$ cat src/rtl/debounce_pkg.sv
// rtl/debounce_pkg.sv - shared defaults and sizing helpers for the switch debouncer
package debounce_pkg;

   localparam int DEFAULT_CLK_HZ      = 50_000_000;
   localparam int DEFAULT_DEBOUNCE_MS = 10;

   // Cycles a new level must persist; never below one so the compare stays meaningful.
   function automatic int db_cycles(input int clk_hz, input int ms);
      int c;
      c = (clk_hz / 1000) * ms;
      return (c < 1) ? 1 : c;
   endfunction

   function automatic int cnt_width(input int n);
      int w;
      w = $clog2(n + 1);
      return (w < 1) ? 1 : w;
   endfunction

endpackage

$ cat src/rtl/debounce_channel.sv
// rtl/debounce_channel.sv - one debounced switch bit; DEBOUNCE_SYNC_EN adds a 2-flop input synchroniser
module debounce_channel
   import debounce_pkg::*;
#(
   parameter int DB_CYCLES = 1,
   parameter int CNT_W     = cnt_width(DB_CYCLES)
) (
   input  logic clk,
   input  logic rst_n,
   input  logic sw,
   output logic stable,
   output logic changed
);

   localparam logic [CNT_W-1:0] CNT_LAST = CNT_W'(DB_CYCLES - 1);

   logic             s;
   logic [CNT_W-1:0] cnt;

`ifdef DEBOUNCE_SYNC_EN
   logic [1:0] sync;

   always_ff @(posedge clk) begin
      if (!rst_n) begin
         sync <= 2'b00;
      end else begin
         sync <= {sync[0], sw};
      end
   end

   assign s = sync[1];
`else
   assign s = sw;
`endif

   // Counter only runs while the sample disagrees with the accepted level.
   always_ff @(posedge clk) begin
      if (!rst_n) begin
         cnt     <= '0;
         stable  <= 1'b0;
         changed <= 1'b0;
      end else if (s == stable) begin
         cnt     <= '0;
         changed <= 1'b0;
      end else if (cnt == CNT_LAST) begin
         cnt     <= '0;
         stable  <= s;
         changed <= 1'b1;
      end else begin
         cnt     <= cnt + CNT_W'(1);
         changed <= 1'b0;
      end
   end

endmodule

$ cat src/rtl/debounce.sv
// rtl/debounce.sv - multi-channel switch debouncer; DEBOUNCE_SYNC_EN enables per-bit input synchronisers
module debounce
   import debounce_pkg::*;
#(
   parameter int CLK_HZ      = DEFAULT_CLK_HZ,
   parameter int DEBOUNCE_MS = DEFAULT_DEBOUNCE_MS,
   parameter int NUM_SW      = 18
) (
   input  logic              clk,
   input  logic              rst_n,
   input  logic [NUM_SW-1:0] switches,
   output logic [NUM_SW-1:0] switches_stable,
   output logic [NUM_SW-1:0] switch_changed
);

   localparam int DB_CYCLES = db_cycles(CLK_HZ, DEBOUNCE_MS);
   localparam int CNT_W     = cnt_width(DB_CYCLES);

   for (genvar i = 0; i < NUM_SW; i++) begin : g_ch
      debounce_channel #(
         .DB_CYCLES (DB_CYCLES),
         .CNT_W     (CNT_W)
      ) u_ch (
         .clk     (clk),
         .rst_n   (rst_n),
         .sw      (switches[i]),
         .stable  (switches_stable[i]),
         .changed (switch_changed[i])
      );
   end

endmodule

$ cat config.mk
export PLATFORM = sky130hd
export DESIGN_NAME = debounce
export DESIGN_NICKNAME = d
export VERILOG_FILES = /design/src/rtl/debounce_pkg.sv /design/src/rtl/debounce_channel.sv /design/src/rtl/debounce.sv
export SDC_FILE = /design/constraint.sdc
export NUM_CORES = 1
export LEC_CHECK = 0
export CAP_MARGIN = 10
export CELL_PAD_IN_SITES_DETAIL_PLACEMENT = 0
export CELL_PAD_IN_SITES_GLOBAL_PLACEMENT = 1
export CORE_ASPECT_RATIO = 0.8
export CORE_MARGIN = 4
export CORE_UTILIZATION = 35
export CTS_CLUSTER_SIZE = 24
export DETAILED_ROUTE_END_ITERATION = 7
export DONT_BUFFER_PORTS = 1
export PLACE_DENSITY_LB_ADDON = 0.1
export SLEW_MARGIN = 5
export SYNTH_ARGS = -nofsm -noshare
export SYNTH_HDL_FRONTEND = slang
export SYNTH_SLANG_ARGS = --single-unit
$ cat constraint.sdc
create_clock -name clk -period 3 [get_ports clk]
set_input_delay 0.15 -clock clk [delete_from_list [all_inputs] [get_ports clk]]
set_output_delay 0.15 -clock clk [all_outputs]
set_load 0.05 [all_outputs]
==> flow_metrics.py <==
metrics = {
    "logic_synthesis": {
        "synth_edf_count": 0,
        "synthArstFlopShare": 0,
        "synth-seq-cells": 378,
        "seq_area_frac_synth": 0.4430,
        "synth_warnings": 0,
        "postSynthCellCount": 1947,
        "synth_nets": 1985,
        "yosysUniqueCellTypes": 47,
        "synth.area.top_cells": "dfxtp_1, xor2_1, nor2_1",
        "synth-main-ff-cell": "dfxtp_1",
        "synth_top_area_frac": 0.4430,
        "synth_area_mm2": 0.01708,
        "avgSynthCellArea_um2": 8.774,
        "yosys.area.top_type": "dfxtp_1",
    },
    "drt": {
        "antenna_left": 0,
        "routed_wl_um": 35140,
        "drc_errors": 0,
        "dr.first_iter.drc_count": 518,
        "post_drt_via_cell_ratio": 5.025,
        "first_pass_iters": 4,
        "wl_per_cell_um": 13.47,
        "vias": 13110,
    },
    "sta": {
        "drv_slew": 0,
        "finalHoldViolations": 0,
        "fin_skew_ns": 0.02123,
        "setup_viol": 0,
        "finalCriticalPeriod_ns": 2.525,
        "rsz0062_at_grt": "no",
        "setup-tns-final_ns": 0,
        "max_freq_mhz": 396.0,
        "worstMarginPinSlew_ns": 0.9655,
        "whs_ns": 0.2833,
        "period_share": 0.8418,
        "slew_headroom": 0.3557,
    },
    "pwr": {
        "powerDensity_mw_per_mm2": 556.3,
        "ir_worst_vdd_v": 0.0003342,
        "p_leak_nw": 5.933,
    },
    "clocking": {
        "cts_inserted_buffers": 44,
        "clk_pin_slew_ns": 0.06,
        "clockBufferDepth": 3,
        "clock-sinks": 378,
        "htree_levels": 2,
        "cts-root-buf": "clkbuf_16",
        "clock_latency_ns": 0.56,
        "cts-resized-gates": 0,
        "tritoncts": "yes",
    },
    "final_layout": {
        "final_layout_size_suffix_gt1_frac": 0.05615,
        "area_delta_synth_final_pct": 12.25,
        "final_cells": 2608,
        "stdcell_area_mm2": 0.01918,
        "most-common-layout-cells": "dfxtp_1, nor2_1, xor2_1, nand2_1, nand3_1",
        "fillers": 4853,
        "layout.nets": 1979,
        "mostFrequentLayoutCell": "dfxtp_1",
        "fin_util": 0.3971,
    },
    "global_routing": {
        "grt_max_degree": 26,
        "track_usage": 0.1340,
        "grt_antenna_before_repair": 1,
        "overflow": 0,
        "grt_pass1_vias": 12030,
        "grt_pass1_wl_um": 59980,
    },
    "status": {
        "outcome": "finished clean",
    },
    "critical_path": {
        "worst-endpoint-required_ns": 3.45,
        "worstPathMaxFanout": 4,
        "end_kind": "flop",
        "cp.arrival_ns": 2.97,
        "critical_path_class": "flop to flop",
        "start_kind": "flop",
    },
    "floorplanning": {
        "initial_core_util": 0.3538,
        "ios": 56,
        "core-area_mm2": 0.04829,
        "chipHeight_um": 205.6,
        "die_area_mm2": 0.05243,
        "dieWidth_um": 255,
        "rows": 72,
    },
    "placed_design": {
        "gp_congestion": 0.7310,
        "placedInstanceArea_mm2": 0.01742,
        "place_inst": 2496,
        "dp_hpwl_um": 23080,
        "port-buffer-count": 0,
    },
    "run": {
        "max-cap-violations": 0,
    },
    "min_path": {
        "hold_class": "input port to flop",
    },
}
==> flip-flops by register name (all words and copies together), names as in the netlist <==
signal / cells
g_ch.u_ch.stable: 18
g_ch.u_ch.cnt: 342
g_ch.u_ch.changed: 18
==> worst max-delay path, stage by stage, from the launching register on <==
cell	delay [ns]
dfxtp_1	0.33
or4b_1	0.51
or4_1	0.64
o21a_1	0.22
o21a_1	0.17
dlygate4sd3_1	0.54
==> path summary, 6_finish.rpt <==
kind	depth (start not counted)	end	startpoint	slack [ns]
setup / recovery	5	g_ch[0].u_ch.stable	g_ch[0].u_ch.cnt[10]	0.47
hold / removal	2	g_ch[9].u_ch.stable	rst_n	0.28
setup reg to reg	5	g_ch[0].u_ch.stable	g_ch[0].u_ch.cnt[10]	0.47
hold reg to reg	1	g_ch[15].u_ch.cnt[0]	g_ch[15].u_ch.cnt[0]	0.45
==> layer usage <==
layer  share of wire  track usage  up-vias  wire, um
met4           0.020      0.04032        0       709
li1                -            -     6917         -
met3           0.040      0.02806       52      1418
met2            0.40       0.1938      117     14200
met5               0            0        -         0
met1            0.54       0.1993     6020     18810
==> through the flow <==
stage | total power [mW] | setup slack, ns
4_1_cts | 10.93 | 0.4772
6_report | 10.67 | 0.4746
5_1_grt | 11.15 | 0.3786
3_5_place_dp | 5.344 | 0.8239
3_3_place_gp | 5.344 | 0.8821
2_1_floorplan | 5.306 | 1.015
==> timing repair <==
action	CTS	global route
setup buffers	0	0
hold endpoints to repair	67	0
hold buffers	28	0
==> cell type report <==
type / instances / area (um^2) / share of cell area
diodes: 2 / 5.005 / 0.0002610
flip-flops and latches: 378 / 7567 / 0.3946
inverters: 64 / 240.2 / 0.01253
clock buffers: 66 / 1265 / 0.06597
clock inverters: 16 / 196.4 / 0.01024
multi-input cells: 1417 / 8765 / 0.4571
repair buffers: 36 / 350.3 / 0.01827
well taps: 629 / 787.0 / 0.04104
==> Yosys cell counts (all sizes together) (50+ instances only) <==
master / instances
dfxtp: 378
o21ai: 57
xnor2: 107
inv: 64
buf: 50
nand4: 88
nand2: 124
nor2: 272
or4: 62
a21oi: 99
or3: 62
nand3: 115
xor2: 129
==> where the power goes <==
group	switching [mW]	internal [mW]	total, mW	leakage [nW]
clock network	2.13	3.27	5.40	0.713
logic	0.132	0.0713	0.203	2.17
registers	0.0210	5.04	5.07	3.05
==> logic make-up after synthesis <==
| group | Yosys count | share of synthesized area |
|---|---|---|
| simple gates | 933 | 0.2936 |
| flops | 378 | 0.4430 |
| xor+xnor | 236 | 0.1210 |
| compound gates | 230 | 0.08533 |
| buf+inv | 152 | 0.04395 |
| fa+ha+maj | 18 | 0.01318 |
Power figures use the tool's default switching activity.
